--- config.mk ---
export PLATFORM = sky130hd
export DESIGN_NAME = weights_loader_ihp_flat
export DESIGN_NICKNAME = d
export VERILOG_FILES = /design/src/rtl/weights_mem_pkg.sv /design/src/rtl/weights_loader_ihp_if.sv /design/src/rtl/weights_wr_skid.sv /design/src/rtl/weights_loader_ihp.sv /design/src/flat_wrapper.sv
export SDC_FILE = /design/constraint.sdc
export NUM_CORES = 1
export LEC_CHECK = 0
export CAP_MARGIN = 20
export CORE_UTILIZATION = 41
export CTS_CLUSTER_SIZE = 30
export DETAILED_ROUTE_END_ITERATION = 8
export PLACE_DENSITY = 0.77
export SETUP_SLACK_MARGIN = 0.5
export SYNTH_ARGS = -nofsm -noshare
export SYNTH_HDL_FRONTEND = slang
export SYNTH_SLANG_ARGS = --single-unit
--- constraint.sdc ---
create_clock -name clk -period 1.7 [get_ports clk]
set_input_delay 0.255 -clock clk [delete_from_list [all_inputs] [get_ports clk]]
set_output_delay 0.255 -clock clk [all_outputs]
set_load 0.01 [all_outputs]
--- src/rtl/weights_mem_pkg.sv ---
// Shared widths, FSM encodings and pending-write bundle
// for the IHP weight-memory write path.
package weights_mem_pkg;

  localparam int WADDR_W = 12;
  localparam int WDATA_W = 16;
  localparam int WCNT_W  = 13;

  localparam logic [1:0] ST_IDLE = 2'd0;
  localparam logic [1:0] ST_LOAD = 2'd1;
  localparam logic [1:0] ST_DONE = 2'd2;

  typedef struct packed {
    logic [WADDR_W-1:0] addr;
    logic               hi;
    logic [WDATA_W-1:0] data;
  } wr_ent_t;

endpackage

--- src/rtl/weights_loader_ihp_if.sv ---
// Valid/ready weight stream into the loader.
// master drives weights, slave accepts them.
interface weights_loader_ihp_if;

  logic                                s_valid;
  logic [weights_mem_pkg::WDATA_W-1:0] s_data;
  logic                                s_ready;

  modport master (
    output s_valid,
    output s_data,
    input  s_ready
  );

  modport slave (
    input  s_valid,
    input  s_data,
    output s_ready
  );

endinterface

--- src/rtl/weights_wr_skid.sv ---
// One-entry pending write register: filled on handshake,
// emptied when the write fires (read side idle, no abort).
module weights_wr_skid
  import weights_mem_pkg::*;
(
  input  logic    clk,
  input  logic    rst_n,
  input  logic    clr,
  input  logic    fill,
  input  logic    rd_busy,
  input  wr_ent_t din,
  output logic    pend,
  output logic    fire,
  output wr_ent_t dout
);

  logic    pend_q, pend_d;
  wr_ent_t ent_q, ent_d;

  assign fire = pend_q & ~rd_busy & ~clr;
  assign pend = pend_q;
  assign dout = ent_q;

  always_comb begin
    pend_d = pend_q;
    ent_d  = ent_q;
    if (clr) begin
      pend_d = 1'b0;
    end else if (fill) begin
      pend_d = 1'b1;
      ent_d  = din;
    end else if (fire) begin
      pend_d = 1'b0;
    end
  end

  always_ff @(posedge clk or negedge rst_n) begin
    if (!rst_n) begin
      pend_q <= 1'b0;
      ent_q  <= '0;
    end else begin
      pend_q <= pend_d;
      ent_q  <= ent_d;
    end
  end

endmodule

--- src/rtl/weights_loader_ihp.sv ---
// Packs 16-bit weights into half-word writes of the IHP weight memory.
// Optional running checksum: define WLOAD_CHKSUM_EN.
module weights_loader_ihp
  import weights_mem_pkg::*;
#(
  parameter int ADDR_W = WADDR_W,
  parameter int DATA_W = WDATA_W,
  parameter int CNT_W  = WCNT_W
) (
  input  logic              clk,
  input  logic              rst_n,
  input  logic              start,
  input  logic              abort,
  input  logic [ADDR_W-1:0] base_addr,
  input  logic [CNT_W-1:0]  num_weights,
  weights_loader_ihp_if.slave s,
  input  logic              rd_busy,
  output logic [ADDR_W-1:0] addra1,
  output logic [DATA_W-1:0] dina1,
  output logic              ena1,
  output logic              wea1,
  output logic [ADDR_W-1:0] addra2,
  output logic [DATA_W-1:0] dina2,
  output logic              ena2,
  output logic              wea2,
  output logic              busy,
  output logic              done,
  output logic              err_wrap,
  output logic [15:0]       chksum
);

  logic [1:0]        state_q, state_d;
  logic [ADDR_W-1:0] addr_q, addr_d;
  logic [CNT_W-1:0]  rem_q, rem_d;
  logic              half_q, half_d;
  logic              wrap_q, wrap_d;
  logic              err_q, err_d;
  logic              pend, fire, hs, go;
  wr_ent_t           ent_in, ent_out;

  assign go = ~abort & (state_q == ST_IDLE) & start;

  assign s.s_ready = (state_q == ST_LOAD) & (rem_q != '0)
                   & (~pend | fire) & ~abort;
  assign hs = s.s_valid & s.s_ready;

  assign ent_in = '{addr: addr_q, hi: half_q, data: s.s_data};

  weights_wr_skid u_skid (
    .clk     (clk),
    .rst_n   (rst_n),
    .clr     (abort),
    .fill    (hs),
    .rd_busy (rd_busy),
    .din     (ent_in),
    .pend    (pend),
    .fire    (fire),
    .dout    (ent_out)
  );

  // wrap_q marks that the word address rolled over; the error
  // is raised only once a weight actually lands past 4095.
  always_comb begin
    state_d = state_q;
    addr_d  = addr_q;
    rem_d   = rem_q;
    half_d  = half_q;
    wrap_d  = wrap_q;
    err_d   = err_q;
    if (abort) begin
      state_d = ST_IDLE;
    end else begin
      unique case (1'b1)
        (state_q == ST_IDLE): begin
          if (start) begin
            state_d = ST_LOAD;
            addr_d  = base_addr;
            rem_d   = num_weights;
            half_d  = 1'b0;
            wrap_d  = 1'b0;
            err_d   = 1'b0;
          end
        end
        (state_q == ST_LOAD): begin
          if (hs) begin
            rem_d  = rem_q - 1'b1;
            half_d = ~half_q;
            if (wrap_q) err_d = 1'b1;
            if (half_q) begin
              addr_d = addr_q + 1'b1;
              if (&addr_q) wrap_d = 1'b1;
            end
          end
          if ((rem_q == '0) && !pend) state_d = ST_DONE;
        end
        (state_q == ST_DONE): state_d = ST_IDLE;
        default: state_d = ST_IDLE;
      endcase
    end
  end

  always_ff @(posedge clk or negedge rst_n) begin
    if (!rst_n) begin
      state_q <= ST_IDLE;
      addr_q  <= '0;
      rem_q   <= '0;
      half_q  <= 1'b0;
      wrap_q  <= 1'b0;
      err_q   <= 1'b0;
    end else begin
      state_q <= state_d;
      addr_q  <= addr_d;
      rem_q   <= rem_d;
      half_q  <= half_d;
      wrap_q  <= wrap_d;
      err_q   <= err_d;
    end
  end

  assign ena1   = fire & ent_out.hi;
  assign ena2   = fire & ~ent_out.hi;
  assign wea1   = ena1;
  assign wea2   = ena2;
  assign addra1 = ent_out.addr;
  assign addra2 = ent_out.addr;
  assign dina1  = ent_out.data;
  assign dina2  = ent_out.data;

  assign busy     = (state_q != ST_IDLE);
  assign done     = (state_q == ST_DONE);
  assign err_wrap = err_q;

`ifdef WLOAD_CHKSUM_EN
  logic [15:0] sum_q, sum_d;

  always_comb begin
    sum_d = sum_q;
    if (go) sum_d = '0;
    else if (hs) sum_d = sum_q + 16'(s.s_data);
  end

  always_ff @(posedge clk or negedge rst_n) begin
    if (!rst_n) sum_q <= '0;
    else        sum_q <= sum_d;
  end

  assign chksum = sum_q;
`else
  assign chksum = 16'h0000;
`endif

endmodule

--- src/flat_wrapper.sv ---
// flat-port wrapper written by rule: the top's interface ports become plain ports
module weights_loader_ihp_flat import weights_mem_pkg::*;
#(
  parameter int ADDR_W = WADDR_W,
  parameter int DATA_W = WDATA_W,
  parameter int CNT_W  = WCNT_W
)
  (clk, rst_n, start, abort, base_addr, num_weights, rd_busy, addra1, dina1, ena1, wea1, addra2, dina2, ena2, wea2, busy, done, err_wrap, chksum, s_s_valid, s_s_data, s_s_ready);
  weights_loader_ihp_if s_i ();
  input  logic clk;
  input  logic rst_n;
  input  logic start;
  input  logic abort;
  input  logic [ADDR_W-1:0] base_addr;
  input  logic [CNT_W-1:0] num_weights;
  input  logic rd_busy;
  output logic [ADDR_W-1:0] addra1;
  output logic [DATA_W-1:0] dina1;
  output logic ena1;
  output logic wea1;
  output logic [ADDR_W-1:0] addra2;
  output logic [DATA_W-1:0] dina2;
  output logic ena2;
  output logic wea2;
  output logic busy;
  output logic done;
  output logic err_wrap;
  output logic [15:0] chksum;
  input wire logic [$bits(s_i.s_valid)-1:0] s_s_valid;
  input wire logic [$bits(s_i.s_data)-1:0] s_s_data;
  output wire logic [$bits(s_i.s_ready)-1:0] s_s_ready;
  assign s_i.s_valid = s_s_valid;
  assign s_i.s_data = s_s_data;
  assign s_s_ready = s_i.s_ready;
  weights_loader_ihp #(.ADDR_W(ADDR_W), .DATA_W(DATA_W), .CNT_W(CNT_W)) u_core (.clk(clk), .rst_n(rst_n), .start(start), .abort(abort), .base_addr(base_addr), .num_weights(num_weights), .s(s_i), .rd_busy(rd_busy), .addra1(addra1), .dina1(dina1), .ena1(ena1), .wea1(wea1), .addra2(addra2), .dina2(dina2), .ena2(ena2), .wea2(wea2), .busy(busy), .done(done), .err_wrap(err_wrap), .chksum(chksum));
endmodule
==> flow_summary.ini <==
[global_route]
antenna_found_initial = 0
busiest_layer = met2
use_met3_pct = 4.51
grt_pass1_wl_um = 16000
gr-total-overflow = 0
grt_use_met2_pct = 43.3
grt_usage_pct = 23.2
grt_pass1_vias = 3266
grt_max_degree = 61
use_met1_pct = 26.5

[cells_and_area]
final_common_cell = buf_6
area.growth.synth_to_final_pct = 66.0
fin_nets = 554
diodes = 0
seqCellArea_mm2 = 0.00150
multi_input_comb_area_mm2 = 0.00194
drive_gt1_share_pct = 54.0
mostFrequentLayoutCells = buf_6, dfrtp_1, buf_4
post-route-cell-area_mm2 = 0.00584
fillers = 561

[placed_design]
routabilityCongestion = 0.817
dpl_cell_area_mm2 = 0.00465
port_buffers = 110
dpl.hpwl_um = 5810

[floorplan]
dieArea_mm2 = 0.00895
initial_core_util_pct = 42.6
die_w_um = 94.6
die_h_um = 94.6
coreArea_mm2 = 0.00826
io_pins = 127
row_count = 33

[routing]
drt_wl_total_um = 10600
drc = 0
viasPerCell = 5.34
wire_per_inst_um = 17.2
ant_nets = 0
first_iter_violations = 178
vias = 3278
drtPass1Iterations = 5

[outcome]
outcome = finished, violations left
violations = negative setup slack

[synthesis]
synth_area_mm2 = 0.00352
yosys_warnings = 0
syn_inst = 357
synth_edf_count = 0
avgSynthCellArea_um2 = 9.85
ys.flop_type = dfrtp_1
yosysSeqAreaShare_pct = 42.7
synth_top_cell_area_share_pct = 42.7
yosys.area.top_type = dfrtp_1
synth_seq_cells = 60
ys_async_sr_fraction_pct = 100
yosysUniqueCellTypes = 53
netlist_top_cells_area = dfrtp_1, buf_4, mux2_1

[power_and_ir_drop]
ir_drop_mv = 0.421
p_leak_nw = 2.56
power_density_mw_per_mm2 = 1200
power_mw = 7.02

[run]
max_cap_violations = 0

[cts]
htree_num_levels = 3
cts_sinks = 60
clk-insertion-delay-late_ns = 0.34
clkTransAtPathRegs_ns = 0.07
numCtsBuffers = 9
clk_path_buf_depth = 2
root_buffer = clkbuf_8
cts_tree = built

[setup_path]
cp-startpoint = u_core.rem_q[1]
r2r_start = u_core.rem_q[1]
required_ns = 1.92
path_max_fanout = 7
r2r_slack_ns = -0.29
path_class = register to register
arrival_ns = 2.21
startpoint_type = register
endpoint_kind = register

[timing]
finClkSkew_ns = 0.00914
fin_crit_sh_pct = 117
fmax_ghz = 0.502
finalWorstSetupSlack_ns = -0.292
layout_min_cycle_time_ns = 1.99
tns_ns = -12.33
finalMaxSlewViolations = 0
rsz0062_at_grt = yes
setup-violations-final = 59
finalHoldViolCount = 0

[worst_hold_path]
hp-start = base_addr[0]
min_path_type = input pin to register
-- final timing paths --
| path | endpoint | depth (start not counted) |
|---|---|---|
| setup / recovery | u_core.rem_q[5] | 10 |
| hold / removal | u_core.addr_q[0] | 3 |
| setup reg to reg | u_core.rem_q[5] | 10 |
| hold reg to reg | u_core.err_wrap | 2 |
| max in group asynchronous | u_core.u_skid.dout[16] | 3 |
| min in group asynchronous | u_core.u_skid.dout[20] | 3 |
-- flip-flops by register name (all words and copies together) (netlist names) --
name and cells:
u_core.rem_q 13, u_core.state_q 2, u_core.u_skid.pend 1, u_core.err_wrap 1, u_core.u_skid.dout 29, u_core.addr_q 12, u_core.wrap_q 1, u_core.half_q 1
-- cell families (layout without fill, tap and decap cells) --
| logic type | after synthesis | after routing | synth area share [%] |
|---|---|---|---|
| other | 1 | 16 | 0.107 |
| XOR/XNOR | 1 | 1 | 0.249 |
| flip-flops | 60 | 60 | 42.7 |
| multiplexers | 29 | 29 | 9.25 |
| AO/OA/AOI/OAI | 82 | 82 | 14.2 |
| buffers and inverters | 90 | 227 | 18.3 |
| AND/OR/NAND/NOR | 91 | 91 | 14.1 |
| adder cells (fa/ha/maj) | 3 | 3 | 1.07 |
-- cell usage after synthesis, types with 2 or more instances --
cell,n
nor2_1,18
clkbuf_1,7
nor3b_1,2
nor2b_1,2
ha_1,3
o21ai_1,3
nand3b_1,2
mux2_1,28
a41oi_1,2
a31oi_1,2
o21ai_2,2
o32ai_1,2
o21ai_0,13
nand2_1,28
o22a_1,2
buf_2,2
a21o_1,3
a21oi_1,36
a211oi_1,2
a22o_1,2
nand2b_1,4
nor3_1,2
a311oi_1,2
and3_1,3
nor4b_1,4
buf_4,75
o22ai_1,4
nand3_1,8
buf_6,3
nand4_1,5
nor4_1,3
inv_1,2
or3_1,2
dfrtp_1,60
-- what timing repair did --
item / CTS / global route
hold buffers: 1 / 0
gates resized for setup: 386 / 36
cloned: 4 / 0
endpoints found under the setup margin: 124 / 95
endpoints found under the hold margin: 60 / 0
pin swaps: 21 / 12
buffers inserted: 42 / 11
-- cell type report --
type / instances / share of cell area, %
tap: 105 / 2.25
clock buffer: 12 / 2.66
clock inverter: 4 / 1.63
multi-input combinational: 222 / 33.2
sequential: 60 / 25.7
timing repair buffer: 209 / 34.4
inverter: 2 / 0.129
-- where the power goes --
part,internal (mW),switching (mW)
clock network,1.05,0.578
registers,1.81,0.395
logic,1.93,1.26
total,4.79,2.23
-- stage by stage --
stage | hold slack [ns] | utilization [%] | std cells | worst slack (ns)
2_1_floorplan | -0.0406 | - | 372 | -0.0555
3_3_place_gp | 0.292 | 56.3 | 540 | -0.371
3_5_place_dp | 0.299 | 56.3 | 540 | -0.373
4_1_cts | 0.450 | 67.6 | 603 | -0.226
5_1_grt | 0.483 | 70.7 | 614 | -0.339
6_report | 0.474 | 70.7 | 614 | -0.292
-- worst max-delay path, cell delays in order (launching register included) --
cell     delay, ns
dfrtp_1       0.41
inv_2         0.09
ha_4          0.13
nor4b_4       0.28
and3_4        0.25
buf_6         0.11
buf_12        0.12
buf_6         0.09
o21a_4        0.18
a21oi_2       0.04
o22a_1        0.17
-- metal layers --
layer	vias to the layer above	share of wire [%]
li1	1481	-
met1	1650	39
met2	129	53
met3	18	5.7
met4	0	1.6
met5	-	0
Power figures use the tool's default switching activity.
